### src/rtl/bcd_seq_conv_pkg.sv
// Shared types and constants for the sequential binary-to-BCD converter.
// Optional feature macro: BCD_SIGNED_IN_EN (two's-complement input).
package bcd_pkg;

    typedef enum logic [1:0] {
        IDLE  = 2'd0,
        SHIFT = 2'd1,
        DONE  = 2'd2
    } state_t;

    localparam int unsigned DATA_W  = 20;
    localparam int unsigned DIGITS  = 6;
    localparam int unsigned CNT_W   = 5;
    localparam int unsigned SHIFT_W = DATA_W + 4 * DIGITS;
    localparam logic [DATA_W-1:0] BCD_MAX = 20'd999_999;

endpackage

### src/rtl/bcd_seq_conv_if.sv
// Request/result bundle between the converter and its user (display stage).
interface bcd_seq_conv_if;
    import bcd_pkg::*;

    logic [DATA_W-1:0] data;
    logic              start;
    logic              busy;
    logic              done;
    logic [3:0]        unit;
    logic [3:0]        ten;
    logic [3:0]        hun;
    logic [3:0]        tho;
    logic [3:0]        t_tho;
    logic [3:0]        h_hun;
    logic              sign;
    logic              ovf;

    modport master (
        output data, start,
        input  busy, done, unit, ten, hun, tho, t_tho, h_hun, sign, ovf
    );

    modport slave (
        input  data, start,
        output busy, done, unit, ten, hun, tho, t_tho, h_hun, sign, ovf
    );

endinterface

### src/rtl/bcd_seq_conv_add3.sv
// Per-digit double-dabble correction: nibbles of 5 or more get +3.
module bcd_add3 (
    input  logic [3:0] din,
    output logic [3:0] dout
);

    // Correct before the shift so the digit carries into the next nibble.
    always_comb begin
        dout = din;
        if (din >= 4'd5) begin
            dout = din + 4'd3;
        end
    end

endmodule

### src/rtl/bcd_seq_conv.sv
// Sequential binary-to-BCD converter (shift-and-add-3), 21-cycle latency.
// Optional feature macro: BCD_SIGNED_IN_EN (two's-complement input, sign flag).
module bcd_seq_conv
    import bcd_pkg::*;
(
    input  logic           sys_clk,
    input  logic           sys_rst_n,
    bcd_seq_conv_if.slave  bus
);

    localparam logic [CNT_W-1:0] CNT_LAST = CNT_W'(DATA_W - 1);

    state_t               state_q;
    state_t               state_d;
    logic [CNT_W-1:0]     cnt_q;
    logic [SHIFT_W-1:0]   sr_q;
    logic [SHIFT_W-1:0]   sr_adj;
    logic [DATA_W-1:0]    mag;
    logic                 accept;
    logic                 ovf_pend_q;
    logic [4*DIGITS-1:0]  digits_q;
    logic                 done_q;
    logic                 ovf_q;

    assign accept = (state_q == IDLE) && bus.start;

`ifdef BCD_SIGNED_IN_EN
    logic sign_pend_q;
    logic sign_q;

    // Magnitude of a two's-complement input; -524288 maps to 524288.
    always_comb begin
        mag = bus.data;
        if (bus.data[DATA_W-1]) begin
            mag = -bus.data;
        end
    end

    // Sign is captured at acceptance and only published with the result.
    always_ff @(posedge sys_clk or negedge sys_rst_n) begin
        if (!sys_rst_n) begin
            sign_pend_q <= 1'b0;
            sign_q      <= 1'b0;
        end else begin
            if (accept) begin
                sign_pend_q <= bus.data[DATA_W-1];
            end
            if (state_q == DONE) begin
                sign_q <= sign_pend_q;
            end
        end
    end

    assign bus.sign = sign_q;
`else
    assign mag      = bus.data;
    assign bus.sign = 1'b0;
`endif

    // One add-3 stage per BCD digit; the binary part passes through.
    for (genvar g = 0; g < DIGITS; g++) begin : g_digit
        bcd_add3 u_add3 (
            .din  (sr_q  [DATA_W + 4*g +: 4]),
            .dout (sr_adj[DATA_W + 4*g +: 4])
        );
    end
    assign sr_adj[DATA_W-1:0] = sr_q[DATA_W-1:0];

    // State register.
    always_ff @(posedge sys_clk or negedge sys_rst_n) begin
        if (!sys_rst_n) begin
            state_q <= IDLE;
        end else begin
            state_q <= state_d;
        end
    end

    // Next-state logic: start is only honoured in IDLE, never queued.
    always_comb begin
        state_d = state_q;
        case (state_q)
            IDLE:    if (bus.start) state_d = SHIFT;
            SHIFT:   if (cnt_q == CNT_LAST) state_d = DONE;
            DONE:    state_d = IDLE;
            default: state_d = IDLE;
        endcase
    end

    // Datapath: load on accept, shift during SHIFT, publish on DONE.
    always_ff @(posedge sys_clk or negedge sys_rst_n) begin
        if (!sys_rst_n) begin
            sr_q       <= '0;
            cnt_q      <= '0;
            ovf_pend_q <= 1'b0;
            digits_q   <= '0;
            done_q     <= 1'b0;
            ovf_q      <= 1'b0;
        end else begin
            done_q <= (state_q == DONE);
            if (accept) begin
                sr_q       <= {{(SHIFT_W-DATA_W){1'b0}}, mag};
                cnt_q      <= '0;
                ovf_pend_q <= (mag > BCD_MAX);
            end else if (state_q == SHIFT) begin
                sr_q  <= SHIFT_W'({sr_adj, 1'b0});
                cnt_q <= cnt_q + 1'b1;
            end
            if (state_q == DONE) begin
                digits_q <= ovf_pend_q ? {DIGITS{4'd9}} : sr_q[SHIFT_W-1 -: 4*DIGITS];
                ovf_q    <= ovf_pend_q;
            end
        end
    end

    assign bus.busy  = (state_q != IDLE);
    assign bus.done  = done_q;
    assign bus.ovf   = ovf_q;
    assign bus.h_hun = digits_q[23:20];
    assign bus.t_tho = digits_q[19:16];
    assign bus.tho   = digits_q[15:12];
    assign bus.hun   = digits_q[11:8];
    assign bus.ten   = digits_q[7:4];
    assign bus.unit  = digits_q[3:0];

endmodule

### src/flat_wrapper.sv
// flat-port wrapper written by rule: the top's interface ports become plain ports
module bcd_seq_conv_flat import bcd_pkg::*;
  (sys_clk, sys_rst_n, bus_data, bus_start, bus_busy, bus_done, bus_unit, bus_ten, bus_hun, bus_tho, bus_t_tho, bus_h_hun, bus_sign, bus_ovf);
  bcd_seq_conv_if bus_i ();
  input  logic sys_clk;
  input  logic sys_rst_n;
  input wire logic [$bits(bus_i.data)-1:0] bus_data;
  input wire logic [$bits(bus_i.start)-1:0] bus_start;
  output wire logic [$bits(bus_i.busy)-1:0] bus_busy;
  output wire logic [$bits(bus_i.done)-1:0] bus_done;
  output wire logic [$bits(bus_i.unit)-1:0] bus_unit;
  output wire logic [$bits(bus_i.ten)-1:0] bus_ten;
  output wire logic [$bits(bus_i.hun)-1:0] bus_hun;
  output wire logic [$bits(bus_i.tho)-1:0] bus_tho;
  output wire logic [$bits(bus_i.t_tho)-1:0] bus_t_tho;
  output wire logic [$bits(bus_i.h_hun)-1:0] bus_h_hun;
  output wire logic [$bits(bus_i.sign)-1:0] bus_sign;
  output wire logic [$bits(bus_i.ovf)-1:0] bus_ovf;
  assign bus_i.data = bus_data;
  assign bus_i.start = bus_start;
  assign bus_busy = bus_i.busy;
  assign bus_done = bus_i.done;
  assign bus_unit = bus_i.unit;
  assign bus_ten = bus_i.ten;
  assign bus_hun = bus_i.hun;
  assign bus_tho = bus_i.tho;
  assign bus_t_tho = bus_i.t_tho;
  assign bus_h_hun = bus_i.h_hun;
  assign bus_sign = bus_i.sign;
  assign bus_ovf = bus_i.ovf;
  bcd_seq_conv u_core (.sys_clk(sys_clk), .sys_rst_n(sys_rst_n), .bus(bus_i));
endmodule
### config.mk
export PLATFORM = sky130hd
export DESIGN_NAME = bcd_seq_conv_flat
export DESIGN_NICKNAME = d
export VERILOG_FILES = /design/src/rtl/bcd_seq_conv_pkg.sv /design/src/rtl/bcd_seq_conv_if.sv /design/src/rtl/bcd_seq_conv_add3.sv /design/src/rtl/bcd_seq_conv.sv /design/src/flat_wrapper.sv
export SDC_FILE = /design/constraint.sdc
export NUM_CORES = 1
export LEC_CHECK = 0
export CORE_MARGIN = 2
export CORE_UTILIZATION = 35
export CTS_BUF_LIST = sky130_fd_sc_hd__clkbuf_8
export DETAILED_ROUTE_END_ITERATION = 10
export DONT_BUFFER_PORTS = 1
export SLEW_MARGIN = 30
export SYNTH_ARGS = -nofsm -noshare
export SYNTH_HDL_FRONTEND = slang
export SYNTH_SLANG_ARGS = --single-unit
### constraint.sdc
create_clock -name sys_clk -period 1.63 [get_ports sys_clk]
set_input_delay 0.326 -clock sys_clk [delete_from_list [all_inputs] [get_ports sys_clk]]
set_output_delay 0.326 -clock sys_clk [all_outputs]
set_load 0.02 [all_outputs]
==> run_summary.xml <==
<?xml version="1.0" encoding="UTF-8"?>
<metrics>
  <group name="run_status">
    <metric name="status" unit="">finished with violations</metric>
    <metric name="failed_checks" unit="">hold timing</metric>
  </group>
  <group name="timing">
    <metric name="report.final.setup_viol" unit="">0</metric>
    <metric name="final.setup_skew" unit="ps">14.7</metric>
    <metric name="number_of_endpoints_with_negative_hold_slack_in_the_final_report" unit="">78</metric>
    <metric name="unrepaired_setup_endpoints_after_global_routing" unit="">no</metric>
    <metric name="totalNegativeSetupSlack" unit="ps">0</metric>
    <metric name="finalCritPeriodShare" unit="%">96.7</metric>
    <metric name="max_freq" unit="MHz">634</metric>
    <metric name="drv_slew" unit="">0</metric>
    <metric name="worst_hold_slack" unit="ps">-349</metric>
    <metric name="fin_crit" unit="ps">1580</metric>
  </group>
  <group name="final_layout">
    <metric name="diodes" unit="">0</metric>
    <metric name="postLayoutCoreUtil" unit="%">40.1</metric>
    <metric name="fill_cells" unit="">1047</metric>
    <metric name="drive_gt1_share" unit="%">11.4</metric>
    <metric name="design.final.nets" unit="">417</metric>
    <metric name="area_growth" unit="%">11.2</metric>
  </group>
  <group name="global_routing">
    <metric name="grtUsageTotal" unit="%">14.9</metric>
    <metric name="grt-ovfl-total" unit="">0</metric>
    <metric name="initial_antenna_violation_count" unit="">0</metric>
    <metric name="largest_net_degree_at_the_start_of_global_routing" unit="">79</metric>
    <metric name="wire_length_of_the_first_global_routing_pass" unit="um">13700</metric>
    <metric name="first_global_vias" unit="">2760</metric>
  </group>
  <group name="worst_setup_path">
    <metric name="worst_setup_path_end_kind" unit="">output port</metric>
    <metric name="crit_type" unit="">reg2out</metric>
    <metric name="worstRegToRegCells" unit="">5</metric>
    <metric name="max_stage_delay" unit="ps">480</metric>
    <metric name="cp_data_arrival_time" unit="ps">1250</metric>
    <metric name="worst_ep_required_time" unit="ps">1300</metric>
    <metric name="timing.critical_path.fanout_max" unit="">9</metric>
    <metric name="critical_path.reg2reg.startpoint" unit="">u_core.sr_q[24]</metric>
    <metric name="crit-reg2reg-capture" unit="">u_core.sr_q[26]</metric>
    <metric name="r2r_setup_slack" unit="ps">140</metric>
    <metric name="cell_breakdown_of_the_critical_path" unit="">buf_6, or2_4</metric>
    <metric name="crit_path_top_delay_cell" unit="">dfrtp_2</metric>
    <metric name="crit_path_start_kind" unit="">flip-flop</metric>
  </group>
  <group name="clock_network">
    <metric name="insertion_delay" unit="ps">360</metric>
    <metric name="h_tree_depth" unit="">3</metric>
    <metric name="ctsLongestPathBuffers" unit="">2</metric>
    <metric name="clock_sink_count" unit="">78</metric>
    <metric name="cts_tree" unit="">built</metric>
    <metric name="cts_root_buf" unit="">clkbuf_8</metric>
    <metric name="numCtsBuffers" unit="">9</metric>
    <metric name="cts.reportedPaths.clkPinSlew" unit="ps">90</metric>
  </group>
  <group name="synth">
    <metric name="syn_area_per_cell" unit="um2">9.94</metric>
    <metric name="syn-num-nets" unit="">412</metric>
    <metric name="synth.largest_area_cell" unit="">dfrtp_1</metric>
    <metric name="ys_types" unit="">37</metric>
    <metric name="area_fraction_of_the_dominant_cell_type_after_synthesis" unit="%">52.2</metric>
    <metric name="synth_sequential_area_ratio" unit="%">52.2</metric>
    <metric name="syn-instance-count" unit="">376</metric>
    <metric name="yosys_warnings" unit="">0</metric>
    <metric name="synthTopCellsByArea" unit="">dfrtp_1 52%, nand2_1 6.5%, o21ai_0 5.4%, ha_1 4.4%, a22oi_1 3.8%</metric>
    <metric name="syn-cell-area" unit="um2">3740</metric>
    <metric name="postSynthRegisterBits" unit="">78</metric>
  </group>
  <group name="detailed_routing">
    <metric name="drt-total-wl" unit="um">8100</metric>
    <metric name="drt_iter0_drc" unit="">161</metric>
    <metric name="ant_nets_after_route" unit="">0</metric>
    <metric name="drtPass1Iterations" unit="">4</metric>
    <metric name="detailed_route_drc_error_count" unit="">0</metric>
    <metric name="routed_via_count" unit="">2805</metric>
    <metric name="viasPerCell" unit="">5.37</metric>
    <metric name="wire_per_inst" unit="um">15.5</metric>
  </group>
  <group name="job">
    <metric name="max_cap_violations" unit="">0</metric>
  </group>
  <group name="floorplan">
    <metric name="initial_core_util" unit="%">36.1</metric>
    <metric name="die-width" unit="um">107</metric>
    <metric name="boundaryPins" unit="">51</metric>
    <metric name="core.rowCount" unit="">37</metric>
    <metric name="die_height" unit="um">107</metric>
    <metric name="core-area" unit="um2">10400</metric>
    <metric name="die_ar" unit="um2">11500</metric>
  </group>
  <group name="hold_path">
    <metric name="hold_path.class" unit="">in2async</metric>
  </group>
  <group name="pwr">
    <metric name="vdd.ir_drop.worst" unit="mV">0.731</metric>
    <metric name="fin_total_pwr" unit="uW">8080</metric>
    <metric name="p_per_area" unit="nW/um2">1940</metric>
    <metric name="leakage_power_total" unit="uW">0.00180</metric>
  </group>
  <group name="place">
    <metric name="place_congestion" unit="">0.823</metric>
    <metric name="placement.io_buffers" unit="">0</metric>
    <metric name="dp_wirelength" unit="um">5500</metric>
  </group>
</metrics>
[synth_stat cells, drive strengths merged]
| cell type | number |
|---|---|
| nor2 | 13 |
| o32ai | 5 |
| ha | 13 |
| o31a | 1 |
| o221ai | 6 |
| o21bai | 1 |
| o311ai | 6 |
| o21ba | 1 |
| nor3 | 2 |
| nand4 | 3 |
| inv | 26 |
| conb | 1 |
| nand2 | 65 |
| o41ai | 1 |
| a32o | 6 |
| or2 | 1 |
| o2111ai | 12 |
| mux2i | 2 |
| o21ai | 40 |
| mux2 | 1 |
| nand3b | 1 |
| a22oi | 19 |
| o31ai | 18 |
| clkbuf | 16 |
| buf | 11 |
| or3b | 1 |
| dfrtp | 78 |
| nand2b | 2 |
| nor4 | 1 |
| o21a | 6 |
| or4 | 1 |
| xnor2 | 5 |
| nor2b | 8 |
| nand3 | 3 |
[metal layers]
layer	routed length, um	track usage [%]	up-vias
li1	-	-	1361
met1	3770	20.3	1362
met2	3710	22.6	78
met3	584	4.96	4
met4	40	4.12	0
met5	0	0	-
[critical path: cells and delay by family, from the launching register on]
kind                   cells  cell delay [ps]
and+or+nand+nor            1              270
DFF                        1              480
buffers and inverters      1              150
[cells in the final DEF (no fill, tap or decap), types with 6 or more instances in the layout]
master,n
a22oi_1,19
nor2_1,13
clkbuf_8,9
buf_4,17
o21ai_0,40
o31ai_1,18
nor2b_1,8
o221ai_1,6
inv_1,26
nand2_1,65
o2111ai_1,12
o21a_1,6
ha_1,13
dfrtp_1,76
a32o_1,6
[power breakdown]
part	switching, uW	internal [uW]	leakage, uW	total (uW)
Sequential	893	2730	0.000997	3620
Combinational	1770	1350	0.000717	3120
Clock	773	568	0.0000838	1340
Total	3430	4650	0.00180	8080
[per-stage QoR]
| stage | cell area [um2] | setup WS, ps | std cells | hold slack [ps] |
|---|---|---|---|---|
| after global routing | 4160 | 16.7 | 522 | -378 |
| after global placement | 3960 | 195 | 505 | 32.2 |
| after detailed placement | 3960 | 132 | 505 | 31.9 |
| after floorplan | 3740 | 257 | 376 | 30.4 |
| after CTS | 4150 | 21.4 | 521 | -372 |
| final | 4160 | 53.5 | 522 | -349 |
[repair_timing]
| action | 4_1_cts | 5_1_grt |
|---|---|---|
| setup endpoints to repair | 1 | 2 |
| resized for setup | 4 | 2 |
| endpoints found under the hold margin | 78 | 78 |
| cloned | 0 | 0 |
| buffers inserted | 0 | 1 |
[worst max-delay path by stage]
stage	from	endpoint	depth (start not counted)
floorplan	u_core.state_q[0]	u_core.ovf_pend_q	4
global placement	u_core.sr_q[24]	u_core.sr_q[26]	5
detailed placement	u_core.sr_q[29]	u_core.sr_q[30]	5
CTS	u_core.state_q[0]	bus_busy	2
global route	u_core.state_q[1]	bus_busy	2
finish	u_core.state_q[1]	bus_busy	2
[area by class of cell]
| cell class | instances | area [um2] | area share [%] |
|---|---|---|---|
| Multi-Input combinational cell | 245 | 1570 | 37.6 |
| Clock inverter | 7 | 56.3 | 1.35 |
| Sequential cell | 78 | 1950 | 47.0 |
| Tap cell | 136 | 170 | 4.09 |
| Inverter | 26 | 97.6 | 2.35 |
| Timing Repair Buffer | 21 | 190 | 4.57 |
| Clock buffer | 9 | 124 | 2.98 |
[cells by family (layout without fill, tap and decap cells)]
kind of cell               after synthesis  count (layout)  share of synthesized area, %
buffers and inverters                   53              63                          6.06
xor gates and xnor gates                 5               5                          1.17
AOI/OAI and AO/OA                      122             122                          23.6
DFF                                     78              78                          52.2
other                                    1               1                         0.100
adders and majority gates               13              13                          4.35
muxes                                    3               3                         0.837
and+or+nand+nor                        101             101                          11.6
[flip-flops by register name (all words and copies together), names as in the netlist]
signal             flops
u_core.ovf_pend_q      1
u_core.cnt_q           5
u_core.sr_q           44
u_core.state_q         2
u_core.bus.ovf         1
u_core.bus.done        1
u_core.digits_q       24
(Power assumes the default switching activity.)
